[src/rtl/processor_pkg.sv]
// Shared processor definitions.
//   arb_state_t     : memory-port arbiter FSM states
//   REQ_IF / REQ_LS : requester identifiers (fetch / load-store)
//   DATA_W_DEF / ADDR_W_DEF : datapath widths shared across the core
package processor_pkg;

    localparam int DATA_W_DEF = 32;
    localparam int ADDR_W_DEF = 8;

    localparam logic REQ_IF = 1'b0;
    localparam logic REQ_LS = 1'b1;

    typedef enum logic [1:0] {
        IDLE   = 2'd0,
        ACCESS = 2'd1,
        WAIT   = 2'd2
    } arb_state_t;

endpackage

[src/rtl/rr_arbiter2.sv]
// Two-way round-robin winner select.
//   clk, rst : clock, asynchronous active-high reset
//   req_if   : fetch request
//   req_ls   : load/store request
//   grant    : pulse when the current winner is actually granted
//   winner   : combinational winner (REQ_IF / REQ_LS)
module rr_arbiter2
    import processor_pkg::*;
(
    input  logic clk,
    input  logic rst,
    input  logic req_if,
    input  logic req_ls,
    input  logic grant,
    output logic winner
);

    // Requester that wins the next tie; always the one not granted last.
    logic prio;

    always_comb begin
        winner = REQ_IF;
        if (req_if && req_ls) begin
            winner = prio;
        end else if (req_ls) begin
            winner = REQ_LS;
        end
    end

    always_ff @(posedge clk or posedge rst) begin
        if (rst) begin
            prio <= REQ_IF;
        end else if (grant) begin
            prio <= ~winner;
        end
    end

endmodule

[src/rtl/mem_port_arbiter.sv]
// Shares the single-port memory between instruction fetch and load/store.
// One transaction at a time: IDLE samples requests, ACCESS strobes the
// memory for one cycle, WAIT spends MEM_LAT cycles for the read data, then
// the granted requester sees a one-cycle rvalid pulse back in IDLE.
//   clk_in, rst_in          : clock, asynchronous active-high reset
//   if_req/addr_in          : fetch request (read only)
//   if_gnt/rvalid/rdata_out : fetch grant, completion, read data
//   ls_req/we/addr/wdata_in : load/store request
//   ls_gnt/rvalid/rdata_out : load/store grant, completion/ack, read data
//   mem_en/we/addr/wdata_out, mem_rdata_in : memory port
//   busy_out                : high from ACCESS through the last WAIT cycle
// All outputs are registered. MEM_LAT legal range is 1..4.
module mem_port_arbiter
    import processor_pkg::*;
#(
    parameter int DATA_W  = DATA_W_DEF,
    parameter int ADDR_W  = ADDR_W_DEF,
    parameter int MEM_LAT = 2
) (
    input  logic              clk_in,
    input  logic              rst_in,
    input  logic              if_req_in,
    input  logic [ADDR_W-1:0] if_addr_in,
    output logic              if_gnt_out,
    output logic              if_rvalid_out,
    output logic [DATA_W-1:0] if_rdata_out,
    input  logic              ls_req_in,
    input  logic              ls_we_in,
    input  logic [ADDR_W-1:0] ls_addr_in,
    input  logic [DATA_W-1:0] ls_wdata_in,
    output logic              ls_gnt_out,
    output logic              ls_rvalid_out,
    output logic [DATA_W-1:0] ls_rdata_out,
    output logic              mem_en_out,
    output logic              mem_we_out,
    output logic [ADDR_W-1:0] mem_addr_out,
    output logic [DATA_W-1:0] mem_wdata_out,
    input  logic [DATA_W-1:0] mem_rdata_in,
    output logic              busy_out
);

    localparam int CNT_W = 3;

    arb_state_t       state, state_nx;
    logic [CNT_W-1:0] cnt, cnt_nx;
    logic             grant;
    logic             winner;
    logic             last_wait;
    logic             cur_port;
    logic             cur_we;

    rr_arbiter2 u_rr (
        .clk    (clk_in),
        .rst    (rst_in),
        .req_if (if_req_in),
        .req_ls (ls_req_in),
        .grant  (grant),
        .winner (winner)
    );

    assign last_wait = (state == WAIT) && (cnt == CNT_W'(1));

    always_comb begin
        state_nx = state;
        cnt_nx   = cnt;
        grant    = 1'b0;
        case (state)
            IDLE: begin
                if (if_req_in || ls_req_in) begin
                    grant    = 1'b1;
                    state_nx = ACCESS;
                end
            end
            ACCESS: begin
                cnt_nx   = CNT_W'(MEM_LAT);
                state_nx = WAIT;
            end
            WAIT: begin
                cnt_nx = cnt - CNT_W'(1);
                if (cnt == CNT_W'(1)) begin
                    state_nx = IDLE;
                end
            end
            default: state_nx = IDLE;
        endcase
    end

    always_ff @(posedge clk_in or posedge rst_in) begin
        if (rst_in) begin
            state <= IDLE;
            cnt   <= '0;
        end else begin
            state <= state_nx;
            cnt   <= cnt_nx;
        end
    end

    // Output registers are loaded from next-state decisions so that gnt and
    // the memory strobe appear in the ACCESS cycle and rvalid in the cycle
    // after the last WAIT. The memory address/wdata registers double as the
    // capture registers for the granted request.
    always_ff @(posedge clk_in or posedge rst_in) begin
        if (rst_in) begin
            if_gnt_out    <= 1'b0;
            if_rvalid_out <= 1'b0;
            if_rdata_out  <= '0;
            ls_gnt_out    <= 1'b0;
            ls_rvalid_out <= 1'b0;
            ls_rdata_out  <= '0;
            mem_en_out    <= 1'b0;
            mem_we_out    <= 1'b0;
            mem_addr_out  <= '0;
            mem_wdata_out <= '0;
            busy_out      <= 1'b0;
            cur_port      <= REQ_IF;
            cur_we        <= 1'b0;
        end else begin
            if_gnt_out    <= grant && (winner == REQ_IF);
            ls_gnt_out    <= grant && (winner == REQ_LS);
            mem_en_out    <= grant;
            mem_we_out    <= grant && (winner == REQ_LS) && ls_we_in;
            busy_out      <= (state_nx != IDLE);
            if_rvalid_out <= last_wait && (cur_port == REQ_IF);
            ls_rvalid_out <= last_wait && (cur_port == REQ_LS);

            if (grant) begin
                cur_port <= winner;
                cur_we   <= (winner == REQ_LS) && ls_we_in;
                if (winner == REQ_LS) begin
                    mem_addr_out  <= ls_addr_in;
                    mem_wdata_out <= ls_wdata_in;
                end else begin
                    mem_addr_out  <= if_addr_in;
                end
            end

            // Write acks leave ls_rdata_out untouched.
            if (last_wait) begin
                if (cur_port == REQ_IF) begin
                    if_rdata_out <= mem_rdata_in;
                end else if (!cur_we) begin
                    ls_rdata_out <= mem_rdata_in;
                end
            end
        end
    end

endmodule

[config.mk]
export PLATFORM = sky130hd
export DESIGN_NAME = mem_port_arbiter
export DESIGN_NICKNAME = d
export VERILOG_FILES = /design/src/rtl/processor_pkg.sv /design/src/rtl/rr_arbiter2.sv /design/src/rtl/mem_port_arbiter.sv
export SDC_FILE = /design/constraint.sdc
export NUM_CORES = 1
export LEC_CHECK = 0
export BUFFER_PORTS_ARGS = -buffer_cell sky130_fd_sc_hd__buf_4
export CORE_MARGIN = 2
export CORE_UTILIZATION = 53
export CTS_BUF_LIST = sky130_fd_sc_hd__clkbuf_8
export DETAILED_ROUTE_END_ITERATION = 8
export PLACE_DENSITY = 0.88
export SLEW_MARGIN = 20
export SYNTH_ARGS = -nofsm -noshare
export SYNTH_HDL_FRONTEND = slang
export SYNTH_HIERARCHICAL = 1
export SYNTH_SLANG_ARGS = --single-unit
[constraint.sdc]
create_clock -name clk_in -period 6.55 [get_ports clk_in]
set_input_delay 1.965 -clock clk_in [delete_from_list [all_inputs] [get_ports clk_in]]
set_output_delay 1.965 -clock clk_in [all_outputs]
set_load 0.05 [all_outputs]
## Yosys cells after proc, flatten, opt, wreduce, memory -nomap -nowiden

Cells that the tools add are included.
W data, S select, Z words.

| cells by class | value |
|---|---|
| add/subtract/negate cells | 1 |
| equality and inequality tests | 3 |
| mux-type cells | 9 |
| bitwise operators | 3 |
| reduce and logical (&&, ||, !) cells | 15 |

Operator list:

| operator | number |
|---|---|
| $logic_and A1 B1 Y1 | 8 |
| $mux W8 | 1 |
| $pmux W2 S3 | 1 |
| $pmux W3 S2 | 1 |
| $mux W1 | 4 |
| $mux W2 | 2 |
| $reduce_and A2 Y1 | 2 |
| $reduce_bool A2 Y1 | 2 |
| $eq A3 B1 Y1 const B | 1 |
| $not A1 Y1 | 3 |
| $reduce_and A3 Y1 | 1 |
| $sub A3 B1 Y3 const B | 1 |
| $eq A2 B1 Y1 const B | 1 |
| $eq A2 B2 Y1 const B | 1 |
| $logic_not A2 Y1 | 1 |
| $logic_or A1 B1 Y1 | 1 |

| storage, ports and cells | value |
|---|---|
| register bits after elaboration | 119 |
| input bits | 85 |
| output and inout port bits | 111 |
| word-level logic and storage cells | 47 |

## Logic depth before layout (Yosys ltp)

| depth | value |
|---|---|
| word-level depth | 5 |
| mapped depth | 8 |
| depth with buffers taken out | 7 |

## Cells and area by module

Netlist, hierarchy kept.

By module, submodules not included:

| module | instances | cells each | area an instance (um^2) | sequential area each (um^2) |
|---|---|---|---|---|
| mem_port_arbiter | 1 | 293 | 4544.4 | 2952.8 |
| rr_arbiter2 | 1 | 6 | 60.1 | 25.0 |

## Worst setup path after synthesis

Ideal clock, no wire load.

| timing path | value |
|---|---|
| path kind | input-to-reg |
| start | in if_req_in |
| end | reg mem_wdata_out[0] |
| setup time | 0.125 ns |
| arrival | 3.147 ns |
| data required time | 6.425 ns |
| setup slack | 3.278 ns |
| cell stages on the path | 7 |
| buffers on the path | 2 |
| path through | nand2b_4 -> and2_2 -> buf_2 -> nand2_1 -> inv_2 -> buf_2 -> mux2_2 |

| on the way | value |
|---|---|
| elaborated cells on any way between the ends | 6 |
| classes of those cells | 3 x mux; 3 x reduce/logical |

RTL lines:

| element | RTL line | text |
|---|---|---|
| start, declared | mem_port_arbiter.sv:22 | `input logic if_req_in,` |
| $logic_and A1 B1 Y1 | rr_arbiter2.sv:23 | `if (req_if && req_ls) begin` |
| $mux W1 | rr_arbiter2.sv:23 |  |
| net winner | mem_port_arbiter.sv:47 | `logic winner;` |
| $reduce_and A2 Y1 (no source line) | - |  |
| end signal, assigned | mem_port_arbiter.sv:131 | `mem_wdata_out <= ls_wdata_in;` |
| end, declared | mem_port_arbiter.sv:37 | `output logic [DATA_W-1:0] mem_wdata_out,` |

The timed path passes the listed nets, and every way through them passes these cells.
A chain may end at the register's enable or synchronous reset.

## Worst setup path in the final report

| timing path | value |
|---|---|
| start | in ls_req_in |
| end | reg mem_wdata_out[5] |

| on the way | value |
|---|---|
| cells in the longest elaborated chain, start to end | 4 |
| elaborated cells on any way between the ends | 7 |
| classes of those cells | 4 x mux; 3 x reduce/logical |

Ends and longest elaborated chain:

| element | RTL line | text |
|---|---|---|
| start, declared | mem_port_arbiter.sv:27 | `input logic ls_req_in,` |
| $logic_or A1 B1 Y1 | mem_port_arbiter.sv:69 | `if (if_req_in \|\| ls_req_in) begin` |
| $mux W1 | mem_port_arbiter.sv:69 |  |
| $mux W1 | mem_port_arbiter.sv:67 | `case (state)` |
| net grant | mem_port_arbiter.sv:46 | `logic grant;` |
| $reduce_and A2 Y1 (no source line) | - |  |

The timed path passes the listed nets, and every way through them passes these cells.

==> impl_metrics.py <==
metrics = {
    "route": {
        "ant_nets": 0,
        "vias": 3134,
        "wl_per_cell_um": 16.51,
        "drc_errors": 0,
        "routed_wl_um": 10320,
        "firstDrtPassIters": 4,
        "vias_per_cell": 5.014,
        "drtIter0Drc": 83,
    },
    "floorplanning": {
        "boundaryPins": 196,
        "dieArea_mm2": 0.009449,
        "coreArea_mm2": 0.008551,
        "fp.dieW_um": 97.21,
        "num_rows": 34,
        "die_h_um": 97.21,
        "initial_utilization_pct": 53.85,
    },
    "critical_path": {
        "cpPeakStageDelay_ns": 0.59,
        "startpoint": "ls_req_in",
        "slowest_stage": "o21ai_2",
        "cp_cell_sequence": "buf_4, o21ai_2, inv_1, nand2_1, inv_2, mux2_2",
        "start_kind": "input port",
        "critPathCaptureType": "flip-flop",
        "worst-path-buf-inv": 3,
        "critPathKind": "in2reg",
        "crit_family": "buffers and inverters",
        "crit_required_ns": 6.85,
        "rr_startpoint": "state[0]",
        "path_max_fanout": 33,
        "arrival_ns": 3.73,
    },
    "synthesis": {
        "synth_edf_count": 0,
        "ys.flop_type": "dfrtp_1",
        "synth_common_cells": "dfrtp_1, mux2_2, nand2_1",
        "avgSynthCellArea_um2": 15.40,
        "synthArstFlopShare_pct": 100.0,
        "syn-cell-area_mm2": 0.004604,
        "yosysSeqAreaShare_pct": 64.67,
        "synthTopCellsByArea": "dfrtp_1, mux2_2, mux2i_1, ha_1, o21ai_0",
        "synth_top_area_share_pct": 64.67,
        "yosysWarnings": 6,
        "synth-seq-cells": 119,
        "synth_top_area_cell": "dfrtp_1",
        "syn-num-nets": 389,
        "synthCells": 299,
        "yosysMostFrequentCell": "dfrtp_1",
        "ys_types": 30,
    },
    "clocking": {
        "clk_pin_slew_ns": 0.07,
        "ctsResizeCount": 0,
        "clk_latency_ns": 0.42,
        "htreeDepth": 4,
        "cts_sinks": 119,
        "clockBufferDepth": 2,
        "cts_hold_buf": 0,
        "root_buffer": "clkbuf_8",
        "cts_tree": "yes",
        "cts_setup_buffers": 0,
        "numCtsBuffers": 17,
    },
    "power_and_ir_drop": {
        "ir_drop_mv": 0.3781,
        "p_per_area_mw_per_mm2": 556.5,
        "power_leakage_nw": 3.309,
        "power_mw": 3.664,
    },
    "outcome": {
        "status": "finished clean",
    },
    "place": {
        "port_buffers": 195,
        "dp.cells": 593,
        "dpl-instance-area_mm2": 0.006152,
        "hpwl_um": 7401,
        "post-place-ws_ns": 2.290,
        "gp_congestion": 0.7386,
    },
    "min_path": {
        "hold_class": "reg2reg",
        "hold_start": "mem_addr_out[5]",
    },
    "global_routing": {
        "grtUsageTotal_pct": 22.39,
        "overflow": 0,
        "met3_usage_pct": 8.201,
        "grt.busiest_layer": "met2",
        "grt_max_degree": 61,
        "grtUsageMet1_pct": 26.33,
        "antenna_found_initial": 0,
        "grt_util_met2_pct": 37.87,
        "grt_pass1_wl_um": 16570,
        "first_global_vias": 3435,
    },
    "flow_run": {
        "drv_cap": 0,
    },
    "timing": {
        "slew_headroom_pct": 49.38,
        "min_period_ns": 3.424,
        "hold_violations": 0,
        "period_share_pct": 52.28,
        "rsz0062_at_grt": "no",
        "tns_ns": 0,
        "fmax_ghz": 0.2920,
        "drv_slew": 0,
        "layout_setup_ws_ns": 3.126,
        "worst_clock_skew_ns": 0.01099,
        "worstMarginPinSlew_ns": 0.7568,
        "setup_viol": 0,
    },
    "cells_and_area": {
        "layout-drive-gt1-share_pct": 63.25,
        "nets": 595,
        "design_area_mm2": 0.006584,
        "diodes": 0,
        "area_delta_synth_final_pct": 42.99,
        "fill_cells": 533,
        "final_cells": 625,
    },
}
-- cell usage in the layout, fill, tap and decap left out, drive strengths merged --
cell / count
ha: 5
mux2i: 8
clkinvlp: 2
clkinv: 3
bufinv: 3
a31oi: 2
nand2b: 2
mux2: 96
o2bb2ai: 1
nor3b: 1
nand3b: 1
o221ai: 1
nand4: 1
nor4b: 1
clkbuf: 21
o21ai: 13
o2111ai: 1
a21oi: 2
nor3: 1
nand2: 14
a211oi: 1
nor2: 4
and2: 1
inv: 13
buf: 199
dfrtp: 119
nand3: 1
-- kinds of logic (layout without fill, tap and decap cells) --
| logic type | Yosys count | after routing | share of synthesized area, % |
|---|---|---|---|
| AOI/OAI and AO/OA | 21 | 21 | 2.636 |
| adders and majority gates | 5 | 5 | 1.359 |
| buffers and inverters | 23 | 241 | 2.554 |
| DFF | 119 | 119 | 64.67 |
| muxes | 104 | 104 | 25.22 |
| and+or+nand+nor | 27 | 27 | 3.560 |
-- worst min-delay path: cells and delay by family, from the launching register on --
family / cells / cell delay (ns)
AO/OA/AOI/OAI: 1 / 0.06
AND/OR/NAND/NOR: 1 / 0.04
flip-flops: 1 / 0.34
-- worst paths after layout --
path / end / slack [ns] / depth (start not counted)
worst max-delay path: mem_wdata_out[5] / 3.13 / 6
worst min-delay path: mem_addr_out[5] / 0.49 / 2
worst max register to register: ls_rdata_out[16] / 3.85 / 7
worst min register to register: mem_addr_out[5] / 0.49 / 2
max in group asynchronous: ls_rdata_out[27] / 3.64 / 3
min in group asynchronous: u_rr/prio / 1.40 / 2
-- final cells by class --
class	instances	area, um2	area share (%)
Clock buffer	21	289.0	4.390
Tap cell	108	135.1	2.052
Multi-Input combinational cell	157	1513	22.98
Timing Repair Buffer	199	1498	22.75
Inverter	11	43.79	0.6651
Clock inverter	10	127.6	1.938
Sequential cell	119	2978	45.23
-- sequential cells by signal, summed over array words and instances, names as in the netlist, 2 cells and up --
name,cells
mem_addr_out,8
mem_wdata_out,32
cnt,3
if_rdata_out,32
ls_rdata_out,32
state,2
-- per-stage QoR --
step / utilization, % / hold WS (ns)
6_report: 77.00 / 0.4878
5_1_grt: 77.00 / 0.5135
4_1_cts: 76.82 / 0.4906
3_5_place_dp: 71.95 / 0.4746
3_3_place_gp: 71.95 / 0.4674
2_1_floorplan: - / 0.5084
-- report_power, final --
group          internal [mW]  total [mW]  switching [mW]  leakage, nW
logic                  0.588        1.80            1.21         1.61
registers               1.01        1.17           0.164         1.48
clock network          0.410       0.689           0.279        0.216
total                   2.01        3.66            1.66         3.31
-- layer usage --
| layer | wire length (um) | up-vias |
|---|---|---|
| met5 | 0 | - |
| met4 | 122 | 0 |
| met3 | 826 | 10 |
| met2 | 5249 | 131 |
| met1 | 4118 | 1536 |
| li1 | - | 1457 |
Power figures use the tool's default switching activity.
